--- src/rtl/ram_mult_pkg.sv ---
// rtl/ram_mult_pkg.sv - shared types and constants for the RAM8 shift-and-add multiplier
// State encoding, default RAM word map and MUL phase length.
package ram_mult_pkg;

  typedef enum logic [2:0] {
    IDLE = 3'd0,
    LDA  = 3'd1,
    LDB  = 3'd2,
    MUL  = 3'd3,
    WRLO = 3'd4,
    WRHI = 3'd5,
    DONE = 3'd6
  } state_t;

  localparam logic [2:0] ADDR_A  = 3'd0;
  localparam logic [2:0] ADDR_B  = 3'd1;
  localparam logic [2:0] ADDR_LO = 3'd2;
  localparam logic [2:0] ADDR_HI = 3'd3;

  localparam int MUL_CYCLES = 16;
  localparam int CNT_W      = $clog2(MUL_CYCLES);

endpackage

--- src/rtl/shift_add_dp.sv ---
// rtl/shift_add_dp.sv - shift-and-add datapath: multiplier, multiplicand, accumulator, step counter
// Sequenced by ram_mult_ctrl through load_a / load_b / step strobes.
module shift_add_dp
  import ram_mult_pkg::*;
#(
  parameter int W = 16
) (
  input  logic             i_clk,
  input  logic             i_re,
  input  logic             i_load_a,
  input  logic             i_load_b,
  input  logic             i_step,
  input  logic [W-1:0]     i_din,
  output logic [CNT_W-1:0] o_cnt,
  output logic [2*W-1:0]   o_acc_next
);

  logic [W-1:0]     r_mq;
  logic [W-1:0]     r_md;
  logic [2*W-1:0]   r_acc;
  logic [CNT_W-1:0] r_cnt;
  logic [2*W-1:0]   w_addend;
  logic [2*W-1:0]   w_acc_next;

  // Value acc takes at the end of the current MUL step; the FSM needs it to capture the product.
  always_comb begin
    w_addend   = {{W{1'b0}}, r_md} << r_cnt;
    w_acc_next = r_mq[0] ? (r_acc + w_addend) : r_acc;
  end

  always_ff @(posedge i_clk) begin
    if (i_re) begin
      r_mq  <= '0;
      r_md  <= '0;
      r_acc <= '0;
      r_cnt <= '0;
    end else if (i_load_a) begin
      r_mq <= i_din;
    end else if (i_load_b) begin
      r_md  <= i_din;
      r_acc <= '0;
      r_cnt <= '0;
    end else if (i_step) begin
      r_acc <= w_acc_next;
      r_mq  <= r_mq >> 1;
      r_cnt <= r_cnt + 1'b1;
    end
  end

  assign o_cnt      = r_cnt;
  assign o_acc_next = w_acc_next;

endmodule

--- src/rtl/ram_mult_ctrl.sv ---
// rtl/ram_mult_ctrl.sv - fixed-latency multiplier controller driving the RAM8 port
// Reads A and B, multiplies over 16 cycles, writes low/high product words, pulses done.
module ram_mult_ctrl
  import ram_mult_pkg::*;
#(
  parameter int         W       = 16,
  parameter logic [2:0] ADDR_A  = ram_mult_pkg::ADDR_A,
  parameter logic [2:0] ADDR_B  = ram_mult_pkg::ADDR_B,
  parameter logic [2:0] ADDR_LO = ram_mult_pkg::ADDR_LO,
  parameter logic [2:0] ADDR_HI = ram_mult_pkg::ADDR_HI
) (
  input  logic           i_clk,
  input  logic           i_re,
  input  logic           i_start,
  output logic           o_busy,
  output logic           o_done,
  output logic [2*W-1:0] o_product,
  output logic           o_ram_e,
  output logic [2:0]     o_ram_addr,
  output logic           o_ram_w,
  output logic           o_ram_r,
  output logic [W-1:0]   o_ram_din,
  input  logic [W-1:0]   i_ram_dout
);

  state_t           r_state;
  logic             r_busy;
  logic             r_done;
  logic [2*W-1:0]   r_product;
  logic             r_ram_e;
  logic [2:0]       r_ram_addr;
  logic             r_ram_w;
  logic             r_ram_r;
  logic [W-1:0]     r_ram_din;
  logic [CNT_W-1:0] w_cnt;
  logic [2*W-1:0]   w_acc_next;

  shift_add_dp #(.W(W)) u_dp (
    .i_clk      (i_clk),
    .i_re       (i_re),
    .i_load_a   (r_state == LDA),
    .i_load_b   (r_state == LDB),
    .i_step     (r_state == MUL),
    .i_din      (i_ram_dout),
    .o_cnt      (w_cnt),
    .o_acc_next (w_acc_next)
  );

  // Outputs are registered for the state being entered, so they track the state exactly.
  always_ff @(posedge i_clk) begin
    if (i_re) begin
      r_state    <= IDLE;
      r_busy     <= 1'b0;
      r_done     <= 1'b0;
      r_product  <= '0;
      r_ram_e    <= 1'b0;
      r_ram_addr <= '0;
      r_ram_w    <= 1'b0;
      r_ram_r    <= 1'b0;
      r_ram_din  <= '0;
    end else begin
      case (r_state)
        IDLE: if (i_start) begin
          r_state    <= LDA;
          r_busy     <= 1'b1;
          r_ram_e    <= 1'b1;
          r_ram_r    <= 1'b1;
          r_ram_addr <= ADDR_A;
        end
        LDA: begin
          r_state    <= LDB;
          r_ram_addr <= ADDR_B;
        end
        LDB: begin
          r_state <= MUL;
          r_ram_e <= 1'b0;
          r_ram_r <= 1'b0;
        end
        MUL: if (w_cnt == CNT_W'(MUL_CYCLES - 1)) begin
          r_state    <= WRLO;
          r_product  <= w_acc_next;
          r_ram_e    <= 1'b1;
          r_ram_w    <= 1'b1;
          r_ram_addr <= ADDR_LO;
          r_ram_din  <= w_acc_next[W-1:0];
        end
        WRLO: begin
          r_state    <= WRHI;
          r_ram_addr <= ADDR_HI;
          r_ram_din  <= r_product[2*W-1:W];
        end
        WRHI: begin
          r_state <= DONE;
          r_ram_e <= 1'b0;
          r_ram_w <= 1'b0;
          r_done  <= 1'b1;
        end
        DONE: begin
          r_state <= IDLE;
          r_done  <= 1'b0;
          r_busy  <= 1'b0;
        end
        default: r_state <= IDLE;
      endcase
    end
  end

  assign o_busy     = r_busy;
  assign o_done     = r_done;
  assign o_product  = r_product;
  assign o_ram_e    = r_ram_e;
  assign o_ram_addr = r_ram_addr;
  assign o_ram_w    = r_ram_w;
  assign o_ram_r    = r_ram_r;
  assign o_ram_din  = r_ram_din;

endmodule

--- config.mk ---
export PLATFORM = sky130hd
export DESIGN_NAME = ram_mult_ctrl
export DESIGN_NICKNAME = d
export VERILOG_FILES = /design/src/rtl/ram_mult_pkg.sv /design/src/rtl/shift_add_dp.sv /design/src/rtl/ram_mult_ctrl.sv
export SDC_FILE = /design/constraint.sdc
export NUM_CORES = 1
export LEC_CHECK = 0
export BUFFER_PORTS_ARGS = -buffer_cell sky130_fd_sc_hd__buf_4
export CAP_MARGIN = 15
export CORE_UTILIZATION = 64
export DETAILED_ROUTE_END_ITERATION = 8
export GPL_ROUTABILITY_DRIVEN = 0
export PLACE_DENSITY = 0.95
export SYNTH_ARGS = -nofsm -noshare
export SYNTH_HDL_FRONTEND = slang
export SYNTH_SLANG_ARGS = --single-unit
--- constraint.sdc ---
create_clock -name i_clk -period 11.6 [get_ports i_clk]
set_input_delay 1.16 -clock i_clk [delete_from_list [all_inputs] [get_ports i_clk]]
set_output_delay 1.16 -clock i_clk [all_outputs]
set_load 0.03 [all_outputs]
Word-level counts from Yosys, hierarchy flattened
Cells that the tools add are included.
{"block": "classes", "n_addsub": 2, "eq_ne": 10, "n_shift": 1, "muxes": 23, "bitwise_logic": 1, "n_reduce_logical": 22}
{"cell": "2-to-1 mux 32 bit", "count": 3}
{"cell": "2-to-1 mux 16 bit", "count": 4}
{"cell": "adder 32 bit", "count": 1}
{"cell": "case mux 16 bit (2 select lines)", "count": 1}
{"cell": "<< shifter 16 x 4 -> 32 bit", "count": 1}
{"cell": "case mux 3 bit (6 select lines)", "count": 1}
{"cell": "AND reduction 2 bit", "count": 9}
{"cell": "nonzero test 2 bit", "count": 7}
{"cell": "2-to-1 mux 3 bit", "count": 4}
{"cell": "case mux 3 bit (4 select lines)", "count": 1}
{"cell": "equality test 3 bit (second input constant)", "count": 3}
{"cell": "2-to-1 mux 4 bit", "count": 2}
{"cell": "case mux 1 bit (2 select lines)", "count": 4}
{"cell": "equality test 3 x 2 -> 1 bit (second input constant)", "count": 2}
{"cell": "AND reduction 3 bit", "count": 2}
{"cell": "adder 4 x 1 -> 4 bit (second input constant)", "count": 1}
{"cell": "equality test 4 bit (second input constant)", "count": 1}
{"cell": "!= test 2 bit (second input constant)", "count": 2}
{"cell": "nonzero test 4 bit", "count": 1}
{"cell": "equality test 3 x 1 -> 1 bit (second input constant)", "count": 1}
{"cell": "logical NOT 3 bit", "count": 1}
{"cell": "case mux 1 bit (3 select lines)", "count": 1}
{"cell": "nonzero test 3 bit", "count": 1}
{"cell": "2-to-1 mux 1 bit", "count": 2}
{"cell": "other kinds (3)", "count": 3}
{"block": "word_totals", "regBits": 127, "in_bits": 19, "out_inout_bits": 56, "word_cells": 72}

Logic depth before layout (Yosys ltp)
Gate-level depths: netlist of the first run.
{"block": "logic_depth", "ltp_word": 5, "mapped_depth": 18, "mapped_depth_nobuf": 17}

By module
From an unflattened synthesis of the first run, not the netlist that was laid out.
{"block": "hier_totals", "hier_cells": 985, "area_unflattened_um2": 7777.5}
{"module": "shift_add_dp", "instances": 1, "cells_each": 704, "area_each_um2": 5401.4, "seq_area_each_um2": 1361.3}
{"module": "ram_mult_ctrl", "instances": 1, "cells_each": 281, "area_each_um2": 2376.0, "seq_area_each_um2": 1161.1}

Worst setup path after synthesis of the first run
No wires, ideal clock.
{"block": "synth_path", "kind": "reg-to-reg", "start": "register u_dp.r_cnt[1] (netlist: u_dp.o_cnt[1])", "end": "register u_dp.r_acc[31]", "setup_ns": 0.122, "arrival_ns": 3.877, "required_time_ns": 11.478, "path_slack_ns": 7.601, "path_stages_with_launch": 18, "n_path_buf": 3, "period_less_slack_ns": 3.999, "cell_sequence": "dfxtp_1 > clkbuf_1 > clkbuf_1 > mux4_2 > mux2_2 > nand2_1 > o21ai_0 > ha_1 > buf_6 > a21o_1 > a21o_1 > a21oi_4 > o21bai_2 > a211oi_2 > nand2_1 > a222oi_1 > nor4_1 > a311o_1"}
{"block": "synth_between", "elab_chain_cells": 5}
{"element": "start: declaration", "line_no": "shift_add_dp.sv:21", "source": "logic [CNT_W-1:0] r_cnt;"}
{"element": "start signal: assignment", "line_no": "shift_add_dp.sv:46", "source": "r_cnt <= r_cnt + 1'b1;"}
{"element": "<< shifter 16 x 4 -> 32 bit", "line_no": "shift_add_dp.sv:27", "source": "w_addend = {{W{1'b0}}, r_md} << r_cnt;"}
{"element": "adder 32 bit", "line_no": "shift_add_dp.sv:28", "source": "w_acc_next = r_mq[0] ? (r_acc + w_addend) : r_acc;"}
{"element": "2-to-1 mux 32 bit", "line_no": "shift_add_dp.sv:28"}
{"element": "2-to-1 mux 32 bit", "line_no": "shift_add_dp.sv:43", "source": "end else if (i_step) begin"}
{"element": "2-to-1 mux 32 bit", "line_no": "shift_add_dp.sv:39", "source": "end else if (i_load_b) begin"}
{"element": "end signal: assignment", "line_no": "shift_add_dp.sv:44", "source": "r_acc <= w_acc_next;"}
{"element": "end: declaration", "line_no": "shift_add_dp.sv:20", "source": "logic [2*W-1:0] r_acc;"}
No other way between the ends. The select of a mux whose other input is x is not followed.
A chain may end at the register's enable or synchronous reset.

Worst setup path after layout of the first run
Same ends and word-level chain as after synthesis.

==> results of run 1 <==
## routing by layer
layer  routed length [um]  up-vias  track usage [%]
met5                   15        -                0
met4                 1100        2             23.7
met3                 2240      108             10.4
met2                10200      477             57.8
met1                 8320     3394             47.1
li1                     -     3359                -
## state kept, by name, summed over array words and instances, names as in the netlist
name / cells
r_state: 3
o_ram_e: 1
u_dp.o_cnt: 4
u_dp.r_mq: 16
o_ram_w: 1
o_product: 32
o_ram_din: 16
u_dp.r_acc: 32
u_dp.r_md: 16
o_ram_r: 1
o_done: 1
o_ram_addr: 2
o_busy: 1
## worst max path at each step
stage,from,to,slack [ns]
after global routing,u_dp.o_cnt[0],u_dp.r_acc[31],6.66
after global placement,u_dp.o_cnt[1],u_dp.r_acc[31],7.16
after floorplan,u_dp.o_cnt[1],u_dp.r_acc[31],7.60
final,u_dp.o_cnt[1],u_dp.r_acc[31],6.86
after detailed placement,u_dp.o_cnt[1],u_dp.r_acc[31],7.02
after CTS,u_dp.o_cnt[1],u_dp.r_acc[31],6.93
## final cells by class
class	count	share of cell area, %
Tap cell	140	2.06
Inverter	10	0.442
Sequential cell	126	29.7
Multi-Input combinational cell	713	53.5
Clock buffer	18	5.17
Timing Repair Buffer	81	7.16
Clock inverter	14	1.95
## placed cells by master (no fill, tap or decap), types with 21 or more instances in the layout
master / count
nand2_1: 135
dfxtp_1: 126
a21oi_1: 99
buf_4: 81
nor2_1: 77
mux2i_1: 44
o21ai_0: 44
ha_1: 32
a211oi_1: 24
a21o_1: 21
## power groups by stage
stage	clock network (W)	logic (W)	registers, W
after global placement	0	0.0000952	0.000463
after global routing	0.000569	0.000111	0.000456
final	0.000553	0.000103	0.000455
after detailed placement	0	0.0000977	0.000464
after floorplan	0	0.0000722	0.000462
after CTS	0.000550	0.000100	0.000454
## logic make-up (layout without fill, tap and decap cells)
kind of cell               after synthesis  in the layout  share of synthesized area, %
AOI/OAI and AO/OA                      283            283                          24.3
xor gates and xnor gates                32             32                          3.80
adders and majority gates               33             33                          5.70
buffers and inverters                   79            123                          4.23
DFF                                    126            126                          34.2
muxes                                   63             63                          9.64
other                                    1              1                        0.0509
and+or+nand+nor                        301            301                          18.1
## worst reg2reg max path, stage by stage, from the launching register on
cell      delay (ns)
dfxtp_1         1.03
mux2_2          0.44
nand2_1         0.07
o21ai_0         0.14
mux2_2          0.35
nand2_1         0.07
o21ai_0         0.15
ha_1            0.44
a21o_1          0.21
a21o_1          0.20
a21oi_4         0.21
o21bai_2        0.08
a211oi_2        0.26
nand2_1         0.12
a222oi_1        0.47
nor4_1          0.10
a311o_1         0.30
## stage by stage
| step | cell area (um^2) | hold slack (ns) | power, W | setup WS [ns] | cells |
|---|---|---|---|---|---|
| 2_1_floorplan | 7370 | 0.443 | 0.000535 | 7.60 | 918 |
| 6_report | 8490 | 0.449 | 0.00111 | 6.86 | 1102 |
| 3_3_place_gp | 7890 | 0.440 | 0.000558 | 7.16 | 1070 |
| 3_5_place_dp | 7890 | 0.445 | 0.000561 | 7.02 | 1070 |
| 4_1_cts | 8490 | 0.453 | 0.00110 | 6.93 | 1102 |
| 5_1_grt | 8490 | 0.475 | 0.00114 | 6.66 | 1102 |
==> qor.yml, run 1 <==
outcome: "finished, final reports clean"
relSlewSlack_pct: 28.3
drive_above_1_share_pct: 15.2
r2r-start: "u_dp.o_cnt[1]"
cp_num_buf_inv: 0
synth.yosys.seq_area_share_pct: 34.2
grt_pass1_vias: 6873
async_flop_share_pct: 0
required_ns: 11.92
avgRoutedWirePerCell_um: 19.8
wirelength_um: 21800
clock_skew_ns: 0.0104
synth.largest_area_cell: "dfxtp_1"
vias: 7340
dieArea_um2: 11900
cts_buffers: 17
crit_arrival_ns: 5.06
yosysUniqueCellTypes: 61
detail-route-antenna-nets: 0
min_from: "o_product[15]"
fin_nets: 1001
cts_sinks: 126
grt_pass1_wl_um: 34500
path_depth: 16
overflow: 0
worstSkewPairLatency_ns: 0.44
syn_nets: 970
cts_buffer_depth: 2
synth-edff-count: 0
grt_setup_unrepaired: "no"
final_util_pct: 77.0
worstPathCellList: "mux2_2 -> nand2_1 -> o21ai_0 -> mux2_2 -> nand2_1 -> o21ai_0 -> ha_1 -> a21o_1 -> a21o_1 -> a21oi_4 -> o21bai_2 -> a211oi_2 -> nand2_1 -> a222oi_1 -> nor4_1 -> a311o_1"
syn_to_final_growth_pct: 15.2
htree_levels: 4
hold_path_end: "o_product[15]"
io_pins: 75
pwr-share-comb_pct: 9.3
start_util_pct: 66.8
r2r_slack_ns: 6.86
hpwl_um: 14100
cts_resized: 0
register_area_um2: 2520
path_max_fanout: 30
netlist_area_um2: 7370
power_switching_share_pct: 25.8
worstSetupEndpointType: "flop"
synth-main-ff-cell: "dfxtp_1"
maxCapViolCount: 0
irDropWorstVdd_mv: 0.133
startpoint_type: "flop"
clock.fmax_mhz: 211
multi_input_area_um2: 4540
synthTopCellsByCount: "nand2_1 (135), dfxtp_1 (126), a21oi_1 (99)"
whs_path_depth: 2
clk_pin_slew_ns: 0.06
fillers: 699
coreArea_um2: 11000
grt_usage_pct: 37.8
synth-seq-cells: 126
p_int_w: 0.000824
clkPwrFrac_pct: 49.8
fin_crit_sh_pct: 40.8
cts_root_buf: "clkbuf_16"
critPathSlowestCell: "dfxtp_1"
reg2regPathDepth: 16
p_sw_w: 0.000286
min_period_ns: 4.74
fin_setup_tns_ns: 0
syn_area_per_cell_um2: 8.03
finalSetupViolCount: 0
power.density_nw_per_um2: 131
cts_hold_buf: 0
r2r_end: "u_dp.r_acc[31]"
n_antenna_cell: 0
drcViolationCount: 0
hold_viol: 0
path_class: "reg -> reg"
worst_pin_slew_ns: 1.07
yosys_warnings: 0
finalMaxSlewViolations: 0
portBuffers: 73
postCtsSetupRepairBufs: 0
cts_tree: "done"
synthTopCellsByArea: "dfxtp_1 (34%), nand2_1 (6.9%), a21oi_1 (6.7%), mux2i_1 (6.0%), ha_1 (5.4%)"
fp.dieH_um: 109
crit_family: "compound AO/OA/AOI/OAI gates"
synth_cells: 918
drt-initial-drc-count: 997
dieWidth_um: 109
viasPerCell: 6.66
synth.most_common_cell: "nand2_1"
std_cell_rows: 38
crit_top_cell: "nand2_1"
p_seq_share_pct: 41.0
p_leak_nw: 3.46
antenna_found_initial: 0
hold_path_class: "reg -> reg"
dr.pass1.iters: 7
grt_max_degree: 92
critPathMaxStageDelay_ns: 1.03
yosysTopAreaCellShare_pct: 34.2
(Power assumes the default switching activity.)
==> inputs of run 2 (changes only) <==
CORE_UTILIZATION = 60   (was 64)
PLACE_DENSITY = 0.91   (was 0.95)
clock period = 4.4 ns   (was 11.6 ns; I/O delays follow)
==> qor.yml, run 2 (synthesis results as in run 1) <==
outcome: "finished, final reports clean"
placed_cells: 1087
cts_buffer_depth: 2
start_util_pct: 61.4
clock_skew_ns: 0.0143
final_util_pct: 71.7
drive_above_1_share_pct: 16.0
portBuffers: 73
detailedPlace.worstSlack_ns: 0.322
fin_crit_sh_pct: 92.8
final_common_cell: "nand2_1"
final_cell_mix: "nand2_1 (135), dfxtp_1 (126), a21oi_1 (99), buf_4 (91), nor2_1 (77)"
hold_viol: 0
finalSetupViolCount: 0
coreArea_um2: 12000
relSlewSlack_pct: 31.8
fin_setup_tns_ns: 0
drcViolationCount: 0
htree_levels: 4
hold_path_class: "in -> reg"
grt_usage_pct: 34.5
worst_pin_slew_ns: 1.02
maxCapViolCount: 0
whs_path_depth: 3
worstSetupEndpointType: "flop"
total_power_w: 0.00299
n_antenna_cell: 0
min_from: "i_ram_dout[7]"
cts_tree: "done"
dr.pass1.iters: 7
path_max_fanout: 25
std_cell_rows: 40
detail-route-antenna-nets: 0
viasPerCell: 6.57
drt-initial-drc-count: 914
vias: 7348
finalNonFillerCells: 1119
antenna_found_initial: 0
layout_setup_ws_ns: 0.316
finalMaxSlewViolations: 0
hold_path_end: "u_dp.r_md[7]"
clock.fmax_mhz: 245
dieArea_um2: 12700
syn_to_final_growth_pct: 16.9
dieWidth_um: 113
p_leak_nw: 3.52
clk_pin_slew_ns: 0.06
critPathSlowestCell: "dfxtp_1"
r2r_end: "u_dp.r_acc[31]"
io_pins: 75
cts_root_buf: "clkbuf_16"
min_period_ns: 4.08
grt_pass1_wl_um: 34500
hpwl_um: 14300
fillers: 829
power.density_nw_per_um2: 348
path_class: "reg -> reg"
r2r_slack_ns: 0.32
grt_max_degree: 91
fin_nets: 1012
critPathMaxStageDelay_ns: 0.48
cp_num_buf_inv: 2
avgRoutedWirePerCell_um: 19.4
r2r-start: "u_dp.o_cnt[0]"
wirelength_um: 21700
fp.dieH_um: 113
irDropWorstVdd_mv: 0.405
crit_family: "compound AO/OA/AOI/OAI gates"
crit_arrival_ns: 4.39
overflow: 0
cts_sinks: 126
grt_pass1_vias: 6855
grt_setup_unrepaired: "no"
cts_buffers: 17
startpoint_type: "flop"
worstSkewPairLatency_ns: 0.43
worstPathCellList: "buf_12 -> mux2_2 -> o21ai_0 -> o21ai_0 -> nor2_1 -> a21oi_1 -> ha_1 -> o21ai_0 -> nor2_1 -> or2_0 -> a211o_1 -> o21ai_1 -> nand2_1 -> a222oi_1 -> buf_4 -> nor4_1 -> a311o_1"
cts_hold_buf: 0
reg2regPathDepth: 17
required_ns: 4.71
crit_top_cell: "o21ai_0"
==> run 2: cell count changes in the layout (fill, tap and decap cells not counted), sizes merged <==
cell	delta
buf	+11
clkinv	-3
bufinv	+1
clkinvlp	+1
==> run 2: how the worst max path moves through the flow <==
stage / start / endpoint / slack, ns / cells past startpoint
after floorplan: u_dp.o_cnt[1] / u_dp.r_acc[31] / 0.40 / 17
after global placement: u_dp.o_cnt[0] / u_dp.r_acc[31] / 0.52 / 16
after detailed placement: u_dp.o_cnt[0] / u_dp.r_acc[31] / 0.32 / 16
after CTS: u_dp.o_cnt[0] / u_dp.r_acc[31] / 0.25 / 16
after global routing: u_dp.o_cnt[0] / u_dp.r_acc[31] / 0.1 / 17
final: u_dp.o_cnt[0] / u_dp.r_acc[31] / 0.32 / 17
==> run 2: what timing repair did <==
action	in CTS	in global routing
resized for setup	0	0
buffers inserted	0	1
setup endpoints to repair	0	1
==> run 2: layout make-up <==
cell class	instances	area [um^2]	share of cell area [%]
Inverter	10	37.5	0.436
Timing Repair Buffer	92	703	8.16
Clock buffer	18	439	5.10
Clock inverter	13	188	2.18
Sequential cell	126	2520	29.3
Multi-Input combinational cell	713	4540	52.7
Tap cell	147	184	2.13
==> run 2: per-layer routing <==
metal  track usage [%]  routed length (um)  vias to the layer above
met4              18.5                 889                        0
met1              42.4                8660                     3430
met5                 0                   0                        -
met2              56.0               10100                      450
met3              8.25                1960                       80
li1                  -                   -                     3388
==> run 2: worst register-to-register path: stages (launching register included) <==
cell and delay, ns:
dfxtp_1 0.48, buf_12 0.21, mux2_2 0.38, o21ai_0 0.29, o21ai_0 0.17, nor2_1 0.11, a21oi_1 0.05, ha_1 0.37
o21ai_0 0.18, nor2_1 0.07, or2_0 0.22, a211o_1 0.32, o21ai_1 0.22, nand2_1 0.13, a222oi_1 0.23, buf_4 0.18
nor4_1 0.05, a311o_1 0.31
==> run 2: power by group <==
part	leakage, nW	switching (W)	internal (W)
Clock	0.299	0.000558	0.000962
Combinational	2.20	0.000168	0.000102
Sequential	1.02	0.0000346	0.00117
==> run 2: per-stage QoR <==
stage,cell area [um^2],hold slack [ns]
global route,8620,0.271
detailed placement,7980,0.446
floorplan,7370,0.443
global placement,7980,0.437
finish,8620,0.274
CTS,8610,0.269
